File: src/rtl/ball_sequencer.sv
// ball_sequencer: game-flow controller shared by the x/y ball movers.
//   Sequences IDLE -> PLAY -> MISS -> IDLE/OVER and issues one-cycle step enables
//   from a single down-counting tick scheduler whose period shrinks with the speed level.
// Ports:
//   pclk, reset          - pixel clock, synchronous active-high reset
//   launch               - mouse button level; its rising edge serves / restarts
//   y_pos [11:0]         - ball centre y, compared against Y_FLOOR for a miss
//   paddle_hit           - one-cycle pulse from collision logic
//   step, ball_rst       - one-cycle pulses to the movers
//   lives [1:0], speed_lvl [2:0], playing, game_over - registered status
// Build option: define BALL_SPEEDUP_EN to enable the hit counter and speed levels;
//   without it speed_lvl is 0 and the step period is fixed at TICK_BASE.

module ball_sequencer #(
  parameter int unsigned TICK_BASE      = 800_000,
  parameter int unsigned TICK_DEC       = 100_000,
  parameter int unsigned TICK_MIN       = 200_000,
  parameter int unsigned HITS_PER_LEVEL = 8,
  parameter int unsigned LIVES_INIT     = 3,
  parameter int unsigned Y_FLOOR        = 757
) (
  input  logic        pclk,
  input  logic        reset,
  input  logic        launch,
  input  logic [11:0] y_pos,
  input  logic        paddle_hit,
  output logic        step,
  output logic        ball_rst,
  output logic [1:0]  lives,
  output logic [2:0]  speed_lvl,
  output logic        playing,
  output logic        game_over
);

  typedef enum logic [1:0] {
    IDLE = 2'd0,
    PLAY = 2'd1,
    MISS = 2'd2,
    OVER = 2'd3
  } state_t;

  localparam logic [11:0] FLOOR_Y = 12'(Y_FLOOR);
  localparam logic [1:0]  LIVES_RST = 2'(LIVES_INIT);

  state_t      state, state_nxt;
  logic        launch_q;
  logic        launch_rise;
  logic        miss;
  logic [31:0] period;
  logic [31:0] tick_cnt, tick_nxt;
  logic [1:0]  lives_nxt;
  logic        step_nxt;
  logic        ball_rst_nxt;

  assign launch_rise = launch & ~launch_q;
  // A paddle hit in the same cycle as a floor crossing always saves the ball.
  assign miss        = (y_pos >= FLOOR_Y) && !paddle_hit;

`ifdef BALL_SPEEDUP_EN
  localparam int HIT_W = $clog2(HITS_PER_LEVEL) + 1;

  logic [HIT_W-1:0] hit_cnt;
  logic [HIT_W-1:0] hit_inc;
  logic             hit_wrap;
  logic [2:0]       lvl;
  logic [31:0]      dec_cur, dec_next;
  logic             lvl_blocked;

  assign hit_inc  = hit_cnt + HIT_W'(1);
  assign hit_wrap = (hit_inc == HIT_W'(HITS_PER_LEVEL));
  assign dec_cur  = 32'(lvl) * TICK_DEC;
  assign dec_next = (32'(lvl) + 32'd1) * TICK_DEC;
  // Compared as a reduction against the headroom so the subtraction cannot wrap.
  assign lvl_blocked = (lvl == 3'd7) || (dec_next > TICK_BASE - TICK_MIN);
  assign period      = (dec_cur > TICK_BASE - TICK_MIN) ? TICK_MIN : TICK_BASE - dec_cur;
  assign speed_lvl   = lvl;

  always_ff @(posedge pclk) begin
    if (reset) begin
      hit_cnt <= '0;
      lvl     <= '0;
    end else if (state_nxt == MISS) begin
      hit_cnt <= '0;
      lvl     <= '0;
    end else if (state == PLAY && paddle_hit) begin
      if (hit_wrap) begin
        hit_cnt <= '0;
        if (!lvl_blocked) lvl <= lvl + 3'd1;
      end else begin
        hit_cnt <= hit_inc;
      end
    end
  end
`else
  assign speed_lvl = 3'd0;
  assign period    = TICK_BASE;
`endif

  // Next-state logic.
  always_comb begin
    state_nxt = state;
    case (state)
      IDLE: if (launch_rise) state_nxt = PLAY;
      PLAY: if (miss) state_nxt = MISS;
      // lives was already decremented on entry, so 0 here means the last life went.
      MISS: state_nxt = (lives == 2'd0) ? OVER : IDLE;
      OVER: if (launch_rise) state_nxt = IDLE;
      default: state_nxt = IDLE;
    endcase
  end

  // Tick scheduler and registered-output precompute. The counter is held at
  // period-1 outside PLAY; the period is only sampled on reload, so a level
  // change never truncates a count in progress.
  always_comb begin
    tick_nxt     = period - 32'd1;
    lives_nxt    = lives;
    ball_rst_nxt = 1'b0;
    if (state == PLAY && state_nxt == PLAY && tick_cnt != 32'd0) begin
      tick_nxt = tick_cnt - 32'd1;
    end
    // step is registered, so it is aligned to the cycle the counter shows 0.
    step_nxt = (state_nxt == PLAY) && (tick_nxt == 32'd0);
    if (state_nxt == MISS) begin
      lives_nxt    = lives - 2'd1;
      ball_rst_nxt = 1'b1;
    end else if (state == OVER && launch_rise) begin
      lives_nxt    = LIVES_RST;
      ball_rst_nxt = 1'b1;
    end
  end

  always_ff @(posedge pclk) begin
    if (reset) begin
      state     <= IDLE;
      launch_q  <= 1'b0;
      tick_cnt  <= TICK_BASE - 32'd1;
      lives     <= LIVES_RST;
      step      <= 1'b0;
      ball_rst  <= 1'b0;
      playing   <= 1'b0;
      game_over <= 1'b0;
    end else begin
      state     <= state_nxt;
      launch_q  <= launch;
      tick_cnt  <= tick_nxt;
      lives     <= lives_nxt;
      step      <= step_nxt;
      ball_rst  <= ball_rst_nxt;
      playing   <= (state_nxt == PLAY);
      game_over <= (state_nxt == OVER);
    end
  end

endmodule

File: config.mk
export PLATFORM = sky130hd
export DESIGN_NAME = ball_sequencer
export DESIGN_NICKNAME = d
export VERILOG_FILES = /design/src/rtl/ball_sequencer.sv
export SDC_FILE = /design/constraint.sdc
export NUM_CORES = 1
export LEC_CHECK = 0
export ABC_CLOCK_PERIOD_IN_PS = 2000
export BUFFER_PORTS_ARGS = -buffer_cell sky130_fd_sc_hd__buf_4
export CORE_MARGIN = 3
export CORE_UTILIZATION = 52
export DETAILED_ROUTE_END_ITERATION = 6
export PLACE_DENSITY_LB_ADDON = 0.12
export SLEW_MARGIN = 20
export SYNTH_ARGS = -nofsm -noshare
export SYNTH_HDL_FRONTEND = slang
export SYNTH_SLANG_ARGS = --single-unit
File: constraint.sdc
create_clock -name pclk -period 2 [get_ports pclk]
set_clock_uncertainty 0.1 [all_clocks]
set_input_delay 0.4 -clock pclk [delete_from_list [all_inputs] [get_ports pclk]]
set_output_delay 0.4 -clock pclk [all_outputs]
set_load 0.02 [all_outputs]
==> flow_summary.json <==
{
  "mostFrequentLayoutCell": "buf_4",
  "layout_common_cells": "buf_4, dfxtp_1, nor2_1",
  "postCtsHoldBufs": 0,
  "rsz0062_at_grt": "yes",
  "dieArea_um2": 4950,
  "p_total_w": 0.00151,
  "final_layout_size_suffix_gt1_frac": 0.447,
  "diodes": 0,
  "criticalPathCategory": "register to register",
  "via_per_inst": 5.74,
  "synthFlopType": "dfxtp_1",
  "crit_arrival_ns": 2.30,
  "ios": 25,
  "grt_antenna_before_repair": 0,
  "synth-edff-count": 0,
  "initialDrtViolationCount": 120,
  "io_buffers": 21,
  "synth_seq_cells": 41,
  "vias": 2268,
  "cp-end-kind": "register",
  "die_h_um": 70.3,
  "cts_htree_levels": 2,
  "nets": 366,
  "slew_viol_final": 0,
  "start_util": 0.562,
  "regToRegSetupSlack_ns": -0.20,
  "syn_to_final_growth_pct": 49.9,
  "min_path_type": "input port to register",
  "reg2reg_depth": 6,
  "placed_cells": 381,
  "finalCritPeriodShare": 1.10,
  "p_leak_nw": 1.29,
  "ys_seq_area_frac": 0.381,
  "yosysWarningCount": 0,
  "totalNegativeSetupSlack_ns": -0.246,
  "rr_endpoint": "step",
  "crit_required_ns": 2.10,
  "layout_min_cycle_time_ns": 2.20,
  "p_per_area_nw_per_um2": 468,
  "cts_tree": "built",
  "fin_cells": 395,
  "fmax_mhz": 455,
  "drv_cap": 0,
  "cts_buffers": 5,
  "grt.total_usage": 0.245,
  "cp_max_fo": 3,
  "cts_root_buffer": "clkbuf_8",
  "async_reset_ff_frac": 0,
  "ant_nets": 0,
  "worstSetupStartpointType": "register",
  "max-clock-path-buffers": 2,
  "core_area_um2": 3830,
  "peakVddDrop_uv": 381,
  "failed_checks": "negative setup slack",
  "hpwlAfterDp_um": 4240,
  "drt_pass1_iterations": 4,
  "gp_congestion": 0.899,
  "wl_per_cell_um": 16.1,
  "fin_ws_ns": -0.197,
  "ys_types": 51,
  "netlist_area_um2": 2150,
  "grt-ovfl-total": 0,
  "cts_sinks": 41,
  "clkTransAtPathRegs_ns": 0.08,
  "setup_viol": 2,
  "clk_latency_ns": 0.29,
  "core.rowCount": 22,
  "wl_um": 6370,
  "critPathCapture": "step",
  "r2r_start": "tick_cnt[28]",
  "drc": 0,
  "grt_start_max_net_pins": 13,
  "grt_pass1_wl_um": 10000,
  "fillCellCount": 236,
  "critPathLaunch": "tick_cnt[28]",
  "syn-instance-count": 255,
  "finalHoldViolCount": 0,
  "grt_pass1_vias": 2306,
  "whs_ns": 0.256,
  "die_w_um": 70.3,
  "synth.avg_cell_area_um2": 8.44,
  "status": "complete, but fails checks"
}
-- worst max-delay path, stage by stage (launching register included) --
cell and delay (ns):
dfxtp_1 0.36, nor3_1 0.32, nand3_2 0.15, or4_4 0.56, a22oi_2 0.25, nand2b_1 0.12, nor4_2 0.25
-- registers in the layout, summed over array words and instances (netlist names) --
| register | flops |
|---|---|
| state | 2 |
| tick_cnt | 32 |
| step | 1 |
| game_over | 1 |
| launch_q | 1 |
| playing | 1 |
| lives | 2 |
| ball_rst | 1 |
-- worst min-delay path by stage --
stage,from,endpoint,slack [ns],depth (start not counted)
after floorplan,tick_cnt[0],tick_cnt[0],0.31,1
after global routing,launch,launch_q,0.26,2
after global placement,lives[1],lives[1],0.42,2
final,launch,launch_q,0.26,2
after detailed placement,lives[1],lives[1],0.43,2
after CTS,launch,launch_q,0.26,2
-- cell families after synthesis --
group,count (synthesis),synth area share
other,1,0.00174
and+or+nand+nor,140,0.369
muxes,1,0.00465
AOI/OAI and AO/OA,28,0.0860
xor gates and xnor gates,27,0.110
adders and majority gates,3,0.0174
DFF,41,0.381
buffers and inverters,14,0.0302
-- metrics by stage --
step | utilization | area [um2] | worst slack (ns)
6_report | 0.843 | 3230 | -0.197
5_1_grt | 0.843 | 3230 | -0.293
4_1_cts | 0.795 | 3040 | -0.0800
3_5_place_dp | 0.750 | 2870 | -0.424
3_3_place_gp | 0.750 | 2870 | -0.326
2_1_floorplan | - | 2200 | -0.0476
-- metal layers --
layer	part of all wire	global-route usage	vias to the layer above
met3	0.061	0.0590	18
li1	-	-	1079
met5	0	0	-
met1	0.41	0.300	1082
met4	0.020	0.0979	0
met2	0.50	0.410	89
-- power by group --
| group | switching, W | internal, W | total (W) | leakage [nW] |
|---|---|---|---|---|
| clock network | 0.000276 | 0.000274 | 0.000550 | 0.0443 |
| logic | 0.0000655 | 0.0000626 | 0.000128 | 0.916 |
| registers | 0.00000573 | 0.000825 | 0.000831 | 0.331 |
| total | 0.000347 | 0.00116 | 0.00151 | 1.29 |
-- layout make-up --
class                           count  area [um2]  area share
Clock buffer                        7        86.3      0.0268
Multi-Input combinational cell    202        1490       0.461
Tap cell                           48        60.1      0.0186
Sequential cell                    41         828       0.257
Timing Repair Buffer               93         748       0.232
Inverter                            4        15.0     0.00465
-- repair_timing --
item / 4_1_cts / 5_1_grt
resized for setup: 9 / 41
gates cloned: 0 / 1
pin swaps: 4 / 15
setup endpoints to repair: 13 / 33
buffers inserted: 5 / 1
-- cells in the mapped netlist (all sizes together) (7+ instances only) --
library cell  number  area, um2
a21oi              7       35.0
dfxtp             41        821
nand2             23       93.8
nand2b             8       50.1
nand3              9       45.0
nand4              7       43.8
nor2              38        143
nor3              11       70.1
nor4              10       90.1
xnor2             14        123
xor2              13        114
No activity file was read; power rests on OpenSTA's default activity.
